<file path="config.mk">
export PLATFORM = sky130hd
export DESIGN_NAME = req_encoder4
export DESIGN_NICKNAME = d
export VERILOG_FILES = /design/src/rtl/req_encoder4.sv
export SDC_FILE = /design/constraint.sdc
export NUM_CORES = 1
export LEC_CHECK = 0
export CORE_AREA = 3 3 40 42
export CTS_BUF_LIST = sky130_fd_sc_hd__clkbuf_4 sky130_fd_sc_hd__clkbuf_8
export DETAILED_ROUTE_END_ITERATION = 16
export DIE_AREA = 0 0 43 45
export PLACE_DENSITY = 0.65
export SYNTH_ARGS = -nofsm -noshare
export SYNTH_HDL_FRONTEND = slang
export SYNTH_SLANG_ARGS = --single-unit
</file>
<file path="constraint.sdc">
create_clock -name clk -period 2.9 [get_ports clk]
set_input_delay 0.435 -clock clk [delete_from_list [all_inputs] [get_ports clk]]
set_output_delay 0.435 -clock clk [all_outputs]
set_load 0.005 [all_outputs]
</file>
<file path="src/rtl/req_encoder4.sv">
// req_encoder4: registered 4-to-2 request encoder with pending mask and valid/ready offer.
// Ports:
//   clk          - rising-edge clock
//   rst_n        - asynchronous active-low reset
//   req_in[3:0]  - request pulses, each sets its pending bit at a clock edge
//   clr          - synchronous flush of pending mask and offer
//   ready_in     - consumer accepts code_out this cycle
//   code_out[1:0]- encoded index of the offered request
//   valid_out    - code_out is valid
//   pending_out  - current pending mask
//   overflow_out - one-cycle pulse when a request merges into an already-pending bit
module req_encoder4 #(
  parameter int ROUND_ROBIN = 0,
  parameter int N_REQ = 4,
  parameter int CODE_W = 2
) (
  input  logic       clk,
  input  logic       rst_n,
  input  logic [3:0] req_in,
  input  logic       clr,
  input  logic       ready_in,
  output logic [1:0] code_out,
  output logic       valid_out,
  output logic [3:0] pending_out,
  output logic       overflow_out
);
  typedef enum logic {IDLE, OFFER} state_t;
  state_t state, state_d;
  logic [3:0] pending, acc_mask, pend_next;
  logic [1:0] code, code_d, last;
  logic       ovf, acc;
  // Rotating mode scans base+1, base+2, ... so the base itself has lowest priority;
  // scanning downward lets the nearest hit overwrite farther ones.
  function automatic logic [1:0] sel(input logic [3:0] p, input logic [1:0] base);
    logic [1:0] r, k;
    r = 2'd0;
    if (ROUND_ROBIN != 0) begin
      for (int i = 4; i >= 1; i--) begin
        k = base + 2'(i);
        if (p[k]) r = k;
      end
    end else begin
      for (int i = 0; i < 4; i++) if (p[i]) r = 2'(i);
    end
    return r;
  endfunction
  assign valid_out    = state == OFFER;
  assign code_out     = code;
  assign pending_out  = pending;
  assign overflow_out = ovf;
  assign acc          = valid_out & ready_in;
  always_comb begin
    acc_mask  = acc ? 4'b0001 << code : 4'b0000;
    pend_next = (pending & ~acc_mask) | req_in;
  end
  always_ff @(posedge clk or negedge rst_n) begin
    if (!rst_n) state <= IDLE;
    else if (clr) state <= IDLE;
    else state <= state_d;
  end
  // IDLE looks only at the registered mask, giving the two-edge request-to-offer latency.
  always_comb begin
    state_d = state;
    if (state == IDLE) state_d = |pending ? OFFER : IDLE;
    else if (acc) state_d = |pend_next ? OFFER : IDLE;
  end
  // After an accept the just-accepted code becomes the rotation base.
  always_comb begin
    code_d = (state == IDLE) ? (|pending ? sel(pending, last) : code)
           : (acc && |pend_next) ? sel(pend_next, code) : code;
  end
  always_ff @(posedge clk or negedge rst_n) begin
    if (!rst_n) begin
      pending <= 4'b0;
      code    <= 2'd0;
      ovf     <= 1'b0;
      last    <= 2'd3;
    end else if (clr) begin
      pending <= 4'b0;
      ovf     <= 1'b0;
    end else begin
      pending <= pend_next;
      ovf     <= |(req_in & pending & ~acc_mask);
      code    <= code_d;
      if (acc) last <= code;
    end
  end
endmodule

</file>
# Yosys cells after proc, flatten, opt, wreduce, memory -nomap -nowiden
# Cells that the tools add are included.
# W data, S select, Z words.
# totals
ff_bits	8
output_inout_bits	8
mem_bits_rw	0
rom_bits	0
latchBits	0
memories	0
elab_cells	36
# classes
n_eq_ne	1
n_mul	0
n_div	0
bitwise_logic	7
muxes	17
n_lt_le_gt_ge	0
add_sub_neg	0
reduce_logical	6
n_shift	1
# op_table
cell	count
$mux W2	7
$and A4 B4 Y4	3
$reduce_or A4 Y1	3
$mux W1	8
$mux W4	2
$not A4 Y4	1
$or A4 B4 Y4	1
$shl A1 B2 Y4 const A	1
$reduce_and A3 Y1	1
$ne A2 B1 Y1 const B	1
$reduce_bool A2 Y1	1
$and A1 B1 Y1	1
$logic_and A1 B1 Y1	1
$not A1 Y1	1

# Logic depth before layout (Yosys ltp)
# Gate-level depths: netlist of the first run.
# logic_depth
ltp_word	10
ltp_mapped	5
mapped_depth_nobuf	4

# Least setup slack after synthesis of the first run
# OpenSTA, ideal clock, no wires.
# synth_path
kind	reg2reg
startpoint	reg code[0], in the netlist code_out[0]
endpoint	reg state, in the netlist valid_out
slack_ps	1646
arrival_ps	1127
synth_period_minus_slack_ps	1254
path_buffers	0
path_stages_with_launch	5
setup_ps	127
cell_sequence	dfrtp_1 -> nand4b_2 -> a21oi_2 -> and4_2 -> a31oi_1
# synth_via
elab_chain_len	10
# synth_lines
item	line	rtl
start: declaration	30	logic [1:0] code, code_d, last;
start signal: assignment	84	code <= code_d;
$shl A1 B2 Y4	53	acc_mask = acc ? 4'b0001 << code : 4'b0000;
$mux W4	53	
$not A4 Y4	54	pend_next = (pending & ~acc_mask) | req_in;
$and A4 B4 Y4	54	
$or A4 B4 Y4	54	
$reduce_or A4 Y1	65	else if (acc) state_d = |pend_next ? OFFER : IDLE;
$mux W1 (2 in a row)	65	
$mux W1	64	if (state == IDLE) state_d = |pending ? OFFER : IDLE;
$mux W1	58	else if (clr) state <= IDLE;
end signal: assignment	59	else state <= state_d;
end: declaration	28	state_t state, state_d;
# No other way between the ends.
# A chain may end at the register's enable or synchronous reset.

# Final worst setup path of the first run
# layout_path
startpoint	reg state, in the netlist valid_out
endpoint	out valid_out
# layout_rtl
item	line	rtl
end: declaration	23	output logic valid_out,
# No word-level cell between the ends.

==> run summary, run 1 <==
Synth warn: 0
Antenna Nets Post-Route: 0
Critical path depth: 1
Fin. Hold Viols: 0
I/O pin count: 16
Fmax: 0.5509 GHz
Row Count: 13
GPL Wtd Cong: 0.8325
Slew margin rel.: 74.88%
Drt wl/cell: 15.05 µm
Drt via density: 6.113
Max rail drop VDD: 0.2972 mV
Clock sink count: 8
CTS tree: yes
Post-CTS setup buffers: 0
Commonest non-fill, non-tap cell in the layout: clkdlybuf4s50_1
Worst Max-Slew Pin Slew: 0.3756 ns
Crit end category: output pin
Largest net degree at the start of global routing: 13
CP max stage cell: clkdlybuf4s50_1
Layout cell share with drive strength beyond 1: 16.92%
Psw: 0.08959 mW
Root Driver: clkbuf_4
CP delay by family, top: buffers and inverters
Total die area: 0.001935 mm²
CTS Buf Count: 3
Crit path time final: 1.815 ns
Setup TNS: 0 ns
RSZ-0062 raised after global routing: no
Tot GR Track Use: 14.11%
PortBufs: 15
Worst-case clock buffer depth: 2
Worst R2R Path Depth: 4
Slew Viols, Final: 0
Static Leak: 0.2585 nW
First-pass GRT wire length: 2028 µm
Die Width: 43 µm
Iter 0 DRT Violations: 29
Clk_lat worst skew: 0.25 ns
Detailed placer's ending HPWL: 911.7 µm
CP peak stage delay: 0.57 ns
Final setup vio count: 0
Final wirelength: 1204 µm
Post-CTS Hold Buffers: 0
Average cell area after synthesis: 9.780 µm²
DRC violations left: 0
Detailed Routing Iterations Pass 1: 4
Status: finished clean
Power per cell area: 468.9 mW/mm²
Vias in the first global route: 448
Worst Path Required: 2.47 ns
Vias: 489
Pint: 0.2179 mW
Mapped cell area: 479.2 µm²
Post-CTS Resized: 0
Commonest cells after routing, fill and taps aside: clkdlybuf4s50_1 (15), dfrtp_1 (8), nor2_1 (5), nand3_1 (5), a21oi_2 (4)
Syn-to-layout area delta: 36.81%
Initial core utilization: 37.29%
Combinational Power Share: 26.0%
Setup crit start kind: register
Total grt overflow: 0
Final Util: 51.02%
CP bufs+invs: 1
Max capacitance violation total: 0
HP Class: in2async
Clock slew at reported path FFs: 0.05 ns
Flops & latches, synth: 8
Fin Clk Skew: 0.005213 ns
Clock power frac: 27.2%
Max FO, Critical Path: 12
CTS H-tree depth: 1
WP data arrival: 1.38 ns
Period Utilization, post-route: 62.59%
CP Class: reg2out
Setup slack at placement: 0.9362 ns
Register area share after synthesis: 41.78%
Net Sw Frac: 29.14%
Synth unique cells: 25
Total core area: 0.001285 mm²
Die height: 45 µm
Setup ws final: 1.085 ns
Syn Nets: 57
Worst-path cell chain: clkdlybuf4s50_1
N_diodes: 0
Fin nets: 75
Flop pwr share: 46.8%
Gate Count Post-Synth: 49
Initial antenna violation count: 0
## layer usage
metal	global-route usage, %	share of wire [%]	vias up
met5	0	0	-
met4	4.217	1.7	0
met3	5.179	13	6
met2	21.56	45	33
met1	18.77	40	227
li1	-	-	223
## kinds of logic (layout without fill, tap and decap cells)
logic type / after synthesis / in the layout / synth area share [%]
simple gates: 19 / 19 / 25.07
compound gates: 18 / 18 / 28.46
flops: 8 / 8 / 41.78
buf+inv: 4 / 20 / 4.699
## Yosys cell counts
cell type	count	area share, %
nand3_1	5	5.2
a211o_1	1	1.8
a21o_2	1	1.8
nand4_1	1	1.3
a21o_1	1	1.6
o21ai_1	1	1.0
nand4b_1	1	1.8
a2111o_1	1	2.3
a21oi_2	4	7.3
inv_1	2	1.6
a41oi_1	2	3.7
nand4b_2	1	3.1
and4_2	1	2.1
and2b_2	1	1.8
nand2b_1	1	1.3
nor2_1	5	3.9
a21oi_1	1	1.0
nor3_1	2	2.1
buf_4	2	3.1
nand4bb_1	1	2.3
o2bb2ai_1	1	1.8
o21ai_0	3	3.1
dfrtp_1	8	42
a211oi_1	1	1.6
a31oi_1	1	1.3
## worst paths after layout
path,slack [ns],start,end
worst max-delay path,1.08,valid_out$_DFF_PN0_,valid_out
min in group clk,0.61,pending_out[0]$_DFF_PN0_,pending_out[0]$_DFF_PN0_
worst min-delay path,0.46,rst_n,valid_out$_DFF_PN0_
worst max register to register,1.41,valid_out$_DFF_PN0_,valid_out$_DFF_PN0_
worst min register to register,0.61,pending_out[0]$_DFF_PN0_,pending_out[0]$_DFF_PN0_
max in group asynchronous,2.16,rst_n,pending_out[3]$_DFF_PN0_
## power by group through the flow
stage | Sequential, mW | Clock [mW] | Combinational (mW)
after detailed placement | 0.145 | 0 | 0.0795
after floorplan | 0.140 | 0 | 0.0388
after global placement | 0.146 | 0 | 0.0798
after CTS | 0.143 | 0.0873 | 0.0799
final | 0.144 | 0.0837 | 0.0799
after global routing | 0.146 | 0.0923 | 0.0873
## sequential cells by signal, summed over array words and instances (netlist names)
| name | flops |
|---|---|
| pending_out | 4 |
| valid_out | 1 |
| code_out | 2 |
| overflow_out | 1 |
## per-stage QoR
| stage | hold slack (ns) | instance area [µm²] | power, mW | std cells |
|---|---|---|---|---|
| final | 0.4622 | 655.6 | 0.3075 | 80 |
| after global routing | 0.4759 | 655.6 | 0.3252 | 80 |
| after CTS | 0.4681 | 655.6 | 0.3102 | 80 |
| after detailed placement | 0.5908 | 633.1 | 0.2245 | 77 |
| after global placement | 0.5890 | 633.1 | 0.2255 | 77 |
| after floorplan | 0.1394 | 479.2 | 0.1785 | 49 |
## layout make-up
| class | instances | area, µm² |
|---|---|---|
| inverter | 2 | 7.507 |
| timing repair buffer | 15 | 150.1 |
| clock buffer | 3 | 22.52 |
| fill | 126 | 629.4 |
| tap | 15 | 18.77 |
| sequential | 8 | 200.2 |
| multi-input combinational | 37 | 256.5 |
Note: power is estimated with default switching activity, not from simulation.
==> run 2: changes to the inputs <==
==> constraint.sdc (replaced) <==
create_clock -name clk -period 1.8 [get_ports clk]
set_input_delay 0.27 -clock clk [delete_from_list [all_inputs] [get_ports clk]]
set_output_delay 0.27 -clock clk [all_outputs]
set_load 0.005 [all_outputs]
==> run summary, run 2 (synthesized netlist as in run 1, its figures left out) <==
DP Cell Count: 78 (was 77)
Fin. Hold Viols: 0 (unchanged)
Post-CTS setup buffers: 0 (unchanged)
Syn-to-layout area delta: 38.38% (was 36.81%)
Worst reg2reg endpoint: valid_out$_DFF_PN0_ (unchanged)
Worst Path Required: 1.53 ns (was 2.47 ns)
Fin Clk Skew: 0.004356 ns (was 0.005213 ns)
Total core area: 0.001285 mm² (unchanged)
N_diodes: 0 (unchanged)
Setup crit start kind: register (unchanged)
Max FFs per register: 4 (unchanged)
Crit end category: output pin (unchanged)
Max capacitance violation total: 0 (unchanged)
Clk_lat worst skew: 0.25 ns (about the same)
Detailed Routing Iterations Pass 1: 4 (unchanged)
Max FO, Critical Path: 12 (unchanged)
Drt wl/cell: 14.37 µm (was 15.05 µm)
Total die area: 0.001935 mm² (unchanged)
Largest net degree at the start of global routing: 13 (unchanged)
Setup TNS: 0 ns (unchanged)
Slew Viols, Final: 0 (unchanged)
HP Class: in2async (unchanged)
CTS tree: yes (unchanged)
Fin nets: 76 (was 75)
Root Driver: clkbuf_4 (unchanged)
Die height: 45 µm (unchanged)
Commonest non-fill, non-tap cell in the layout: clkdlybuf4s50_1 (unchanged)
CP delay by family, top: buffers and inverters (unchanged)
Reg2reg start: valid_out$_DFF_PN0_ (unchanged)
Initial antenna violation count: 0 (unchanged)
Status: finished clean (unchanged)
First-pass GRT wire length: 2014 µm (was 2028 µm)
Post-CTS Resized: 0 (unchanged)
Fillers: 133 (was 126)
Total grt overflow: 0 (unchanged)
Die Width: 43 µm (unchanged)
Antenna Nets Post-Route: 0 (unchanged)
Post-CTS Hold Buffers: 0 (unchanged)
Period Utilization, post-route: 91.88%
Fmax: 0.6047 GHz
Detailed placer's ending HPWL: 929.9 µm (was 911.7 µm)
Multi-input logic area: 256.5 µm² (unchanged)
Tot GR Track Use: 14.41% (was 14.11%)
GPL Wtd Cong: 0.8809 (was 0.8325)
Max rail drop VDD: 0.6336 mV (was 0.2972 mV)
Min Hold Slack: 0.2919 ns (was 0.4622 ns)
Static Leak: 0.2633 nW (was 0.2585 nW)
Worst reg-to-reg setup slack: 0.33 ns (was 1.41 ns)
Final wirelength: 1164 µm (was 1204 µm)
Vias: 481 (was 489)
Layout cell share with drive strength beyond 1: 18.18% (was 16.92%)
CP peak stage delay: 0.57 ns (about the same)
CP bufs+invs: 1 (unchanged)
CTS Buf Count: 3 (unchanged)
Drt via density: 5.938 (was 6.113)
DP Area: 640.6 µm² (was 633.1 µm²)
DRC violations left: 0 (unchanged)
Final setup vio count: 0 (unchanged)
Setup ws final: 0.1462 ns (was 1.085 ns)
Worst R2R Path Depth: 4 (unchanged)
I/O pin count: 16 (unchanged)
Worst-path cell chain: clkdlybuf4s50_1 (unchanged)
PortBufs: 15 (unchanged)
Slew margin rel.: 75.18% (was 74.88%)
RSZ-0062 raised after global routing: no (unchanged)
Crit path time final: 1.654 ns
Initial core utilization: 37.29% (unchanged)
Overall Power: 0.4904 mW (was 0.3075 mW)
Iter 0 DRT Violations: 11 (was 29)
Clock slew at reported path FFs: 0.05 ns (about the same)
CP Class: reg2out (unchanged)
Setup slack at placement: 0.01142 ns (was 0.9362 ns)
WP data arrival: 1.38 ns (about the same)
CP max stage cell: clkdlybuf4s50_1 (unchanged)
Row Count: 13 (unchanged)
CTS H-tree depth: 1 (unchanged)
Power per cell area: 739.5 mW/mm² (was 468.9 mW/mm²)
Worst Max-Slew Pin Slew: 0.3723 ns (was 0.3756 ns)
Non-Filler Instances: 81 (was 80)
Commonest cells after routing, fill and taps aside: clkdlybuf4s50_1 (15), dfrtp_1 (8), nor2_1 (5), nand3_1 (5), a21oi_2 (4) (unchanged)
Clock sink count: 8 (unchanged)
Vias in the first global route: 440 (was 448)
Final Cell Area: 663.1 µm² (was 655.6 µm²)
Final Util: 51.61% (was 51.02%)
Register area: 200.2 µm² (unchanged)
Worst-case clock buffer depth: 2 (unchanged)
-- run 2: changes by cell type in the layout (fill, tap and decap cells not counted), sizes merged --
cell	before	now
buf	0	1
-- run 2: worst max path at each step --
stage	start	to	slack, ns	cells after the start
6_report	valid_out$_DFF_PN0_	valid_out	0.15	1
3_5_place_dp	ready_in	valid_out$_DFF_PN0_	0.01	5
5_1_grt	valid_out$_DFF_PN0_	valid_out	0.08	1
4_1_cts	valid_out$_DFF_PN0_	valid_out	0.16	1
2_1_floorplan	code_out[0]$_DFFE_PN0P_	valid_out$_DFF_PN0_	0.55	4
3_3_place_gp	ready_in	valid_out$_DFF_PN0_	0.01	5
-- run 2: metal layers --
metal / wire, µm / vias to the layer above / global-route usage (%) / part of all wire (%)
li1: - / 227 / - / -
met4: 0 / 0 / 2.410 / 0
met1: 515 / 230 / 19.45 / 44
met2: 543 / 24 / 21.26 / 47
met5: 0 / - / 0 / 0
met3: 105 / 0 / 7.171 / 9.0
-- run 2: cell type report --
| type | instances | area share, % |
|---|---|---|
| multi-input cells | 37 | 38.68 |
| inverters | 2 | 1.132 |
| well taps | 15 | 2.830 |
| repair buffers | 16 | 23.77 |
| clock buffers | 3 | 3.396 |
| flip-flops and latches | 8 | 30.19 |
-- run 2: power breakdown --
part | switching, mW | leakage, nW | internal (mW)
sequential | 0.0325 | 0.0987 | 0.199
combinational | 0.0521 | 0.151 | 0.0776
clock | 0.0535 | 0.0138 | 0.0758
